$ cat config.mk
export PLATFORM = sky130hd
export DESIGN_NAME = epc_reply_buffer
export DESIGN_NICKNAME = d
export VERILOG_FILES = /design/src/rtl/epc_reply_buffer.sv
export SDC_FILE = /design/constraint.sdc
export NUM_CORES = 1
export LEC_CHECK = 0
export CAP_MARGIN = 10
export CELL_PAD_IN_SITES_DETAIL_PLACEMENT = 0
export CELL_PAD_IN_SITES_GLOBAL_PLACEMENT = 1
export CORE_AREA = 10 10 438 312
export CTS_CLUSTER_DIAMETER = 50
export DETAILED_ROUTE_END_ITERATION = 12
export DIE_AREA = 0 0 448 322
export PLACE_DENSITY = 0.41
export REMOVE_ABC_BUFFERS = 1
export SLEW_MARGIN = 5
export SYNTH_ARGS = -nofsm -noshare
export SYNTH_HDL_FRONTEND = slang
export SYNTH_SLANG_ARGS = --single-unit
$ cat constraint.sdc
create_clock -name clk -period 8.02 [get_ports clk]
set_clock_uncertainty 0.05 [all_clocks]
set_input_delay 1.203 -clock clk [delete_from_list [all_inputs] [get_ports clk]]
set_output_delay 1.203 -clock clk [all_outputs]
set_load 0.03 [all_outputs]
$ cat src/rtl/epc_reply_buffer.sv
// Reply buffer: frames the decoded RX bit stream, packs bytes MSB-first and commits CRC-good replies to a byte FIFO.
// Optional EPC_TIMESTAMP_EN adds a 16-bit cycle timestamp to the header (3-byte header instead of 1).
module epc_reply_buffer #(
  parameter int DEPTH        = 64,
  parameter int MAX_BITS     = 128,
  parameter int IDLE_TIMEOUT = 64
) (
  input  logic       clk,
  input  logic       rst,
  input  logic       frame_start,
  input  logic       in_dat,
  input  logic       in_vld,
  input  logic       crc_ok,
  output logic [7:0] out_dat,
  output logic       out_vld,
  input  logic       out_rdy,
  output logic       out_last,
  output logic       frame_good,
  output logic       frame_bad,
  output logic       overflow
);

  localparam int AW = $clog2(DEPTH);
  localparam int PW = AW + 1;
  localparam int TW = $clog2(IDLE_TIMEOUT + 1);
`ifdef EPC_TIMESTAMP_EN
  localparam int HDR = 3;
`else
  localparam int HDR = 1;
`endif
  localparam logic [PW-1:0] DEPTH_P = PW'(DEPTH);
  localparam logic [PW-1:0] HDR_P   = PW'(HDR);
  localparam logic [7:0]    MAX_P   = 8'(MAX_BITS);
  localparam logic [TW-1:0] TMO_P   = TW'(IDLE_TIMEOUT);
  localparam logic [1:0]    HLAST_P = 2'(HDR - 1);

  typedef enum logic [1:0] {IDLE, COLLECT, CHECK} state_t;

  logic [7:0] mem [DEPTH];

  state_t        state_q, state_d;
  logic [PW-1:0] rd_q, rd_d;
  logic [PW-1:0] wr_com_q, wr_com_d;
  logic [PW-1:0] wr_spec_q, wr_spec_d;
  logic [7:0]    bit_cnt_q, bit_cnt_d;
  logic [7:0]    shreg_q, shreg_d;
  logic [TW-1:0] tmo_q, tmo_d;
  logic          ovf_q, ovf_d;
  logic          pend_q, pend_d;
  logic          good_q, good_d;
  logic          bad_q, bad_d;
  logic          ovfp_q, ovfp_d;
  logic          in_data_q, in_data_d;
  logic [1:0]    hdr_pos_q, hdr_pos_d;
  logic [5:0]    rem_q, rem_d;

  logic          start;
  logic          wa_en;
  logic [AW-1:0] wa_addr;
  logic [7:0]    wa_data;
  logic          hdr_we;
  logic [PW-1:0] used;
  logic          byte_fits;
  logic          hdr_fits;
  logic [7:0]    shreg_shift;
  logic [7:0]    bit_cnt_inc;
  logic [7:0]    pad_byte;
  logic          pad_need;
  logic          ovf_eff;
  logic [PW-1:0] wr_end;
  logic          xfer;
  logic [8:0]    hdr_rem;
  logic [5:0]    rem_sel;

`ifdef EPC_TIMESTAMP_EN
  logic [15:0]   ts_cnt_q;
  logic [15:0]   ts_q;
  logic [AW-1:0] hdr_a1;
  logic [AW-1:0] hdr_a2;
  assign hdr_a1 = wr_com_q[AW-1:0] + AW'(1);
  assign hdr_a2 = wr_com_q[AW-1:0] + AW'(2);
`endif

  assign used        = wr_spec_q - rd_q;
  assign byte_fits   = used < DEPTH_P;
  assign hdr_fits    = (wr_com_q + HDR_P - rd_q) <= DEPTH_P;
  assign shreg_shift = {shreg_q[6:0], in_dat};
  assign bit_cnt_inc = bit_cnt_q + 8'd1;
  assign pad_need    = bit_cnt_q[2:0] != 3'd0;
  // Left-justify the partial byte so the first received bit lands in bit 7.
  assign pad_byte    = shreg_q << (4'd8 - {1'b0, bit_cnt_q[2:0]});
  assign ovf_eff     = ovf_q | (pad_need & ~byte_fits);

  always_comb begin
    state_d   = state_q;
    wr_com_d  = wr_com_q;
    wr_spec_d = wr_spec_q;
    bit_cnt_d = bit_cnt_q;
    shreg_d   = shreg_q;
    tmo_d     = tmo_q;
    ovf_d     = ovf_q;
    pend_d    = pend_q;
    good_d    = 1'b0;
    bad_d     = 1'b0;
    ovfp_d    = 1'b0;
    start     = 1'b0;
    wa_en     = 1'b0;
    wa_addr   = wr_spec_q[AW-1:0];
    wa_data   = shreg_shift;
    hdr_we    = 1'b0;
    wr_end    = wr_spec_q;
    case (state_q)
      IDLE: begin
        pend_d = 1'b0;
        start  = frame_start | pend_q;
      end
      COLLECT: begin
        pend_d = 1'b0;
        if (frame_start) begin
          bad_d = 1'b1;
          start = 1'b1;
        end else if (bit_cnt_q == MAX_P || tmo_q == TMO_P) begin
          if (bit_cnt_q == 8'd0) begin
            state_d   = IDLE;
            wr_spec_d = wr_com_q;
          end else begin
            state_d = CHECK;
          end
        end else if (in_vld) begin
          shreg_d   = shreg_shift;
          bit_cnt_d = bit_cnt_inc;
          tmo_d     = '0;
          if (bit_cnt_inc[2:0] == 3'd0) begin
            if (byte_fits) begin
              wa_en     = 1'b1;
              wr_spec_d = wr_spec_q + PW'(1);
            end else begin
              ovf_d = 1'b1;
            end
          end
        end else begin
          tmo_d = tmo_q + TW'(1);
        end
      end
      CHECK: begin
        pend_d  = frame_start;
        state_d = IDLE;
        if (pad_need && byte_fits) begin
          wa_en   = 1'b1;
          wa_data = pad_byte;
          wr_end  = wr_spec_q + PW'(1);
        end
        if (crc_ok && !ovf_eff) begin
          hdr_we    = 1'b1;
          wr_com_d  = wr_end;
          wr_spec_d = wr_end;
          good_d    = 1'b1;
        end else begin
          wr_spec_d = wr_com_q;
          bad_d     = 1'b1;
          ovfp_d    = ovf_eff;
        end
      end
      default: state_d = IDLE;
    endcase
    // Abort and fresh start share one path; wr_com_q is the rollback base either way.
    if (start) begin
      state_d   = COLLECT;
      wr_spec_d = wr_com_q + HDR_P;
      bit_cnt_d = '0;
      shreg_d   = '0;
      tmo_d     = '0;
      ovf_d     = ~hdr_fits;
    end
  end

  assign out_vld  = rd_q != wr_com_q;
  assign out_dat  = out_vld ? mem[rd_q[AW-1:0]] : 8'h00;
  assign out_last = out_vld & in_data_q & (rem_q == 6'd1);
  assign xfer     = out_vld & out_rdy;
  assign hdr_rem  = ({1'b0, out_dat} + 9'd7) >> 3;
  assign rem_sel  = (hdr_pos_q == 2'd0) ? hdr_rem[5:0] : rem_q;

  always_comb begin
    rd_d      = rd_q;
    in_data_d = in_data_q;
    hdr_pos_d = hdr_pos_q;
    rem_d     = rem_q;
    if (xfer) begin
      rd_d = rd_q + PW'(1);
      if (in_data_q) begin
        rem_d = rem_q - 6'd1;
        if (rem_q == 6'd1) in_data_d = 1'b0;
      end else begin
        rem_d = rem_sel;
        if (hdr_pos_q == HLAST_P) begin
          hdr_pos_d = 2'd0;
          in_data_d = rem_sel != 6'd0;
        end else begin
          hdr_pos_d = hdr_pos_q + 2'd1;
        end
      end
    end
  end

  always_ff @(posedge clk) begin
    if (rst) begin
      state_q   <= IDLE;
      rd_q      <= '0;
      wr_com_q  <= '0;
      wr_spec_q <= '0;
      bit_cnt_q <= '0;
      shreg_q   <= '0;
      tmo_q     <= '0;
      ovf_q     <= 1'b0;
      pend_q    <= 1'b0;
      good_q    <= 1'b0;
      bad_q     <= 1'b0;
      ovfp_q    <= 1'b0;
      in_data_q <= 1'b0;
      hdr_pos_q <= '0;
      rem_q     <= '0;
    end else begin
      state_q   <= state_d;
      rd_q      <= rd_d;
      wr_com_q  <= wr_com_d;
      wr_spec_q <= wr_spec_d;
      bit_cnt_q <= bit_cnt_d;
      shreg_q   <= shreg_d;
      tmo_q     <= tmo_d;
      ovf_q     <= ovf_d;
      pend_q    <= pend_d;
      good_q    <= good_d;
      bad_q     <= bad_d;
      ovfp_q    <= ovfp_d;
      in_data_q <= in_data_d;
      hdr_pos_q <= hdr_pos_d;
      rem_q     <= rem_d;
    end
  end

`ifdef EPC_TIMESTAMP_EN
  always_ff @(posedge clk) begin
    if (rst) begin
      ts_cnt_q <= '0;
      ts_q     <= '0;
    end else begin
      ts_cnt_q <= ts_cnt_q + 16'd1;
      if (start) ts_q <= ts_cnt_q;
    end
  end
`endif

  always_ff @(posedge clk) begin
    if (wa_en) mem[wa_addr] <= wa_data;
    if (hdr_we) begin
      mem[wr_com_q[AW-1:0]] <= bit_cnt_q;
`ifdef EPC_TIMESTAMP_EN
      mem[hdr_a1] <= ts_q[15:8];
      mem[hdr_a2] <= ts_q[7:0];
`endif
    end
  end

  assign frame_good = good_q;
  assign frame_bad  = bad_q;
  assign overflow   = ovfp_q;

endmodule

==> impl_results.rst <==
.. list-table::
   :header-rows: 1

   * - Metric
     - Value
   * - Kind of cell with the highest combined delay on the critical path
     - compound AO/OA/AOI/OAI gates
   * - Maximum number of pins on one net before global-route repair
     - 64
   * - Horizontal die dimension
     - 448 um
   * - Fraction of the mapped netlist area in adder cells
     - 0.0110
   * - FP Rows
     - 110
   * - First-pass GRT wire length
     - 187000 um
   * - Multiplexer share of the synthesized area
     - 0.171
   * - Compound-gate portion of the synthesized area
     - 0.104
   * - Total count of hold-check failures in the final report
     - 0
   * - Clk Latency, worst-skew pair
     - 670 ps
   * - Data required time of the worst path
     - 6770 ps
   * - CTS tree
     - built
   * - Number of global-route vias before repair
     - 21880
   * - Area fraction in and, or, nand and nor cells after synthesis
     - 0.134
   * - Cell accounting for the most synthesized area
     - edfxtp_1
   * - Cell-by-cell trace of the critical path
     - buf_4 -> mux4_2 -> nor2_1 -> a2111oi_0 -> a221oi_1 -> o21ai_0 -> nand2_1 -> inv_1 -> clkdlybuf4s50_1
   * - Floorplan die area
     - 0.144 mm2
   * - CP max stage cell
     - dfxtp_4
   * - CTS H-Tree Depth
     - 3
   * - Total Routed Length
     - 135000 um
   * - CTS Hold Bufs
     - 0
   * - Starting density of the core
     - 0.249
   * - Number of enable flip-flop cells after synthesis
     - 512
   * - Placed wire-length estimate
     - 88900 um
   * - Share of the clock period used by the worst path
     - 0.777
   * - Buffering stage count on the worst path with inverters included
     - 3
   * - Total of buffers placed on input and output ports
     - 19
   * - Unique masters post-synth
     - 89
   * - Total routing usage reported by global routing
     - 0.183
   * - Post-route minimum period
     - 6230 ps
   * - Worst voltage drop across the vdd grid
     - 0.000148 V
   * - Avg Cell Area, Syn
     - 11.9 um2
   * - Number of detailed-routing iterations run before antenna repair
     - 6
   * - Critical Path Sink Type
     - primary output
   * - Pwr/cell area
     - 192 mW/mm2
   * - Core Box Area
     - 0.128 mm2
   * - Cell leakage power
     - 12.0 nW
   * - CP startpoint kind
     - flip-flop
   * - Vertical extent of the die
     - 322 um
   * - Maximum number of buffers from clock root to sink
     - 3
   * - Worst hold-check path type
     - reg -> reg
   * - Fin. max-slew vios
     - 0
   * - Final weighted congestion in routability-driven placement
     - 0.809
   * - Post-route setup TNS
     - 0 ps
   * - Worst setup slack after layout
     - 1790 ps
   * - GR Overflow Total
     - 0
   * - Max-Cap Viols
     - 0
   * - Initial drt markers
     - 2729
   * - Critical path fanouts, max
     - 43
   * - CTS root buf
     - clkbuf_16
   * - Post-synth top cells
     - edfxtp_1, nand2_1, nor2_1
   * - Dominant combinational cell family by area after synthesis
     - multiplexers
   * - Number of cells upsized or downsized after cts
     - 0
   * - Synth-to-Final Area Change
     - 14.0%
   * - Slowest stage delay, CP
     - 850 ps
   * - Worst slew margin relative to its limit
     - 0.183
   * - CP Class
     - reg -> out
   * - Highest Clock Rate
     - 160 MHz
   * - Worst Hold Slack
     - 422 ps
   * - Most frequent cell after synthesis
     - edfxtp_1
   * - Cell area after synthesis
     - 0.0319 mm2
   * - CTS clk-pin slew, worst paths
     - 60 ps
   * - Layout cells sized above 1
     - 0.211
   * - Final setup fails
     - 0
   * - Post-synthesis sequential element count
     - 578
   * - Worst slack, placed
     - 2420 ps
   * - Data arrival time of the critical path
     - 4980 ps
   * - Share of Yosys cell area claimed by the top area cell type
     - 0.483
   * - Top-level I/O count
     - 20
   * - Least-Margin Pin Slew
     - 1220 ps
   * - Total number of vias
     - 22848
   * - Result of the run
     - completed
   * - Post-synth top flop
     - edfxtp_1
   * - XOR/XNOR share of the synthesized area
     - 0.0115
   * - Sink count of the clock tree
     - 578
   * - Antenna violations before repair
     - 17
   * - PnR Total Power
     - 6.96 mW
   * - Routed wire length per instance
     - 31.1 um
   * - Number of buffers created by CTS
     - 75
   * - Post-synth ARST share
     - 0
   * - Final #Nets
     - 2639
   * - Number of remaining DRC errors
     - 0
   * - DR vias/cell
     - 5.26
   * - Antenna viol nets, final
     - 0
   * - Top post-synthesis cells by area
     - edfxtp_1, mux4_2, mux2_2
   * - Number of warnings issued by yosys
     - 0
   * - RSZ-0062 raised after global routing
     - no
   * - Syn Inst Count
     - 2685
   * - Portion of the post-synthesis area used by sequential elements
     - 0.524
   * - Setup repair bufs after CTS
     - 0
worst min-delay path, cell delays in order (launching register included):
cell and delay (ps):
dfxtp_1 310, nand2_1 50, a21oi_1 60
cell type report:
cell class,count,area [um2]
Antenna cell,2,5.00
Clock buffer,88,1990
Clock inverter,47,574
Fill cell,13096,91700
Inverter,32,120
Multi-Input combinational cell,1801,13900
Sequential cell,578,16700
Tap cell,1680,2100
Timing Repair Buffer,116,921
kinds of logic after synthesis:
group	after synthesis
muxes	377
and+or+nand+nor	782
DFF	578
AOI/OAI and AO/OA	572
xor gates and xnor gates	42
adders and majority gates	28
buffers and inverters	306
report_power, final:
part           internal (mW)  total, mW  leakage (nW)  switching [mW]
Combinational         0.0329      0.102          5.35          0.0693
Clock                   2.12       3.61          1.24            1.49
Sequential              3.23       3.24          5.40         0.00796
stage by stage:
stage | cells | area, um2 | utilization
after floorplan | 2411 | 30600 | -
after global placement | 4205 | 33700 | 0.263
final | 4344 | 36300 | 0.284
after CTS | 4341 | 36300 | 0.284
after detailed placement | 4206 | 33700 | 0.264
after global routing | 4342 | 36300 | 0.284
placed cells by master (no fill, tap or decap), drive strengths merged, types with 28 or more instances in the layout:
master    n
edfxtp  512
nand2   253
nor2    250
o21ai   232
a21oi   203
mux2    132
mux2i   126
mux4    119
buf      98
clkbuf   88
dfxtp    66
nand4    53
nor4     50
nand3    43
inv      37
nor3     30
ha       28
path summary, 6_finish.rpt:
check,from,to,slack (ps),depth (start not counted)
setup reg to reg,wr_spec_q[1]$_SDFFE_PP0P_,mem[51][6]$_DFFE_PP_,2900,8
hold / removal,shreg_q[7]$_SDFFE_PP0P_,shreg_q[7]$_SDFFE_PP0P_,420,2
hold reg to reg,shreg_q[7]$_SDFFE_PP0P_,shreg_q[7]$_SDFFE_PP0P_,420,2
setup / recovery,flip-flop,out_dat[5],1790,9
flip-flops by register name (all words and copies together) (netlist names), named ones only:
register and cells:
tmo_q 7, rem_q 6, rd_q 7, wr_com_q 7, mem 512, state_q 2, frame_bad 1, ovf_q 1
pend_q 1, in_data_q 1, bit_cnt_q 8, frame_good 1, hdr_pos_q 2, shreg_q 8, overflow 1, wr_spec_q 7
metal layers:
| layer | routed length [um] | global-route usage | part of all wire |
|---|---|---|---|
| met2 | 53600 | 0.248 | 0.40 |
| met3 | 9340 | 0.0345 | 0.069 |
| met1 | 69600 | 0.295 | 0.52 |
| met5 | 0 | 0 | 0 |
| met4 | 2560 | 0.0356 | 0.019 |
(Power assumes the default switching activity.)
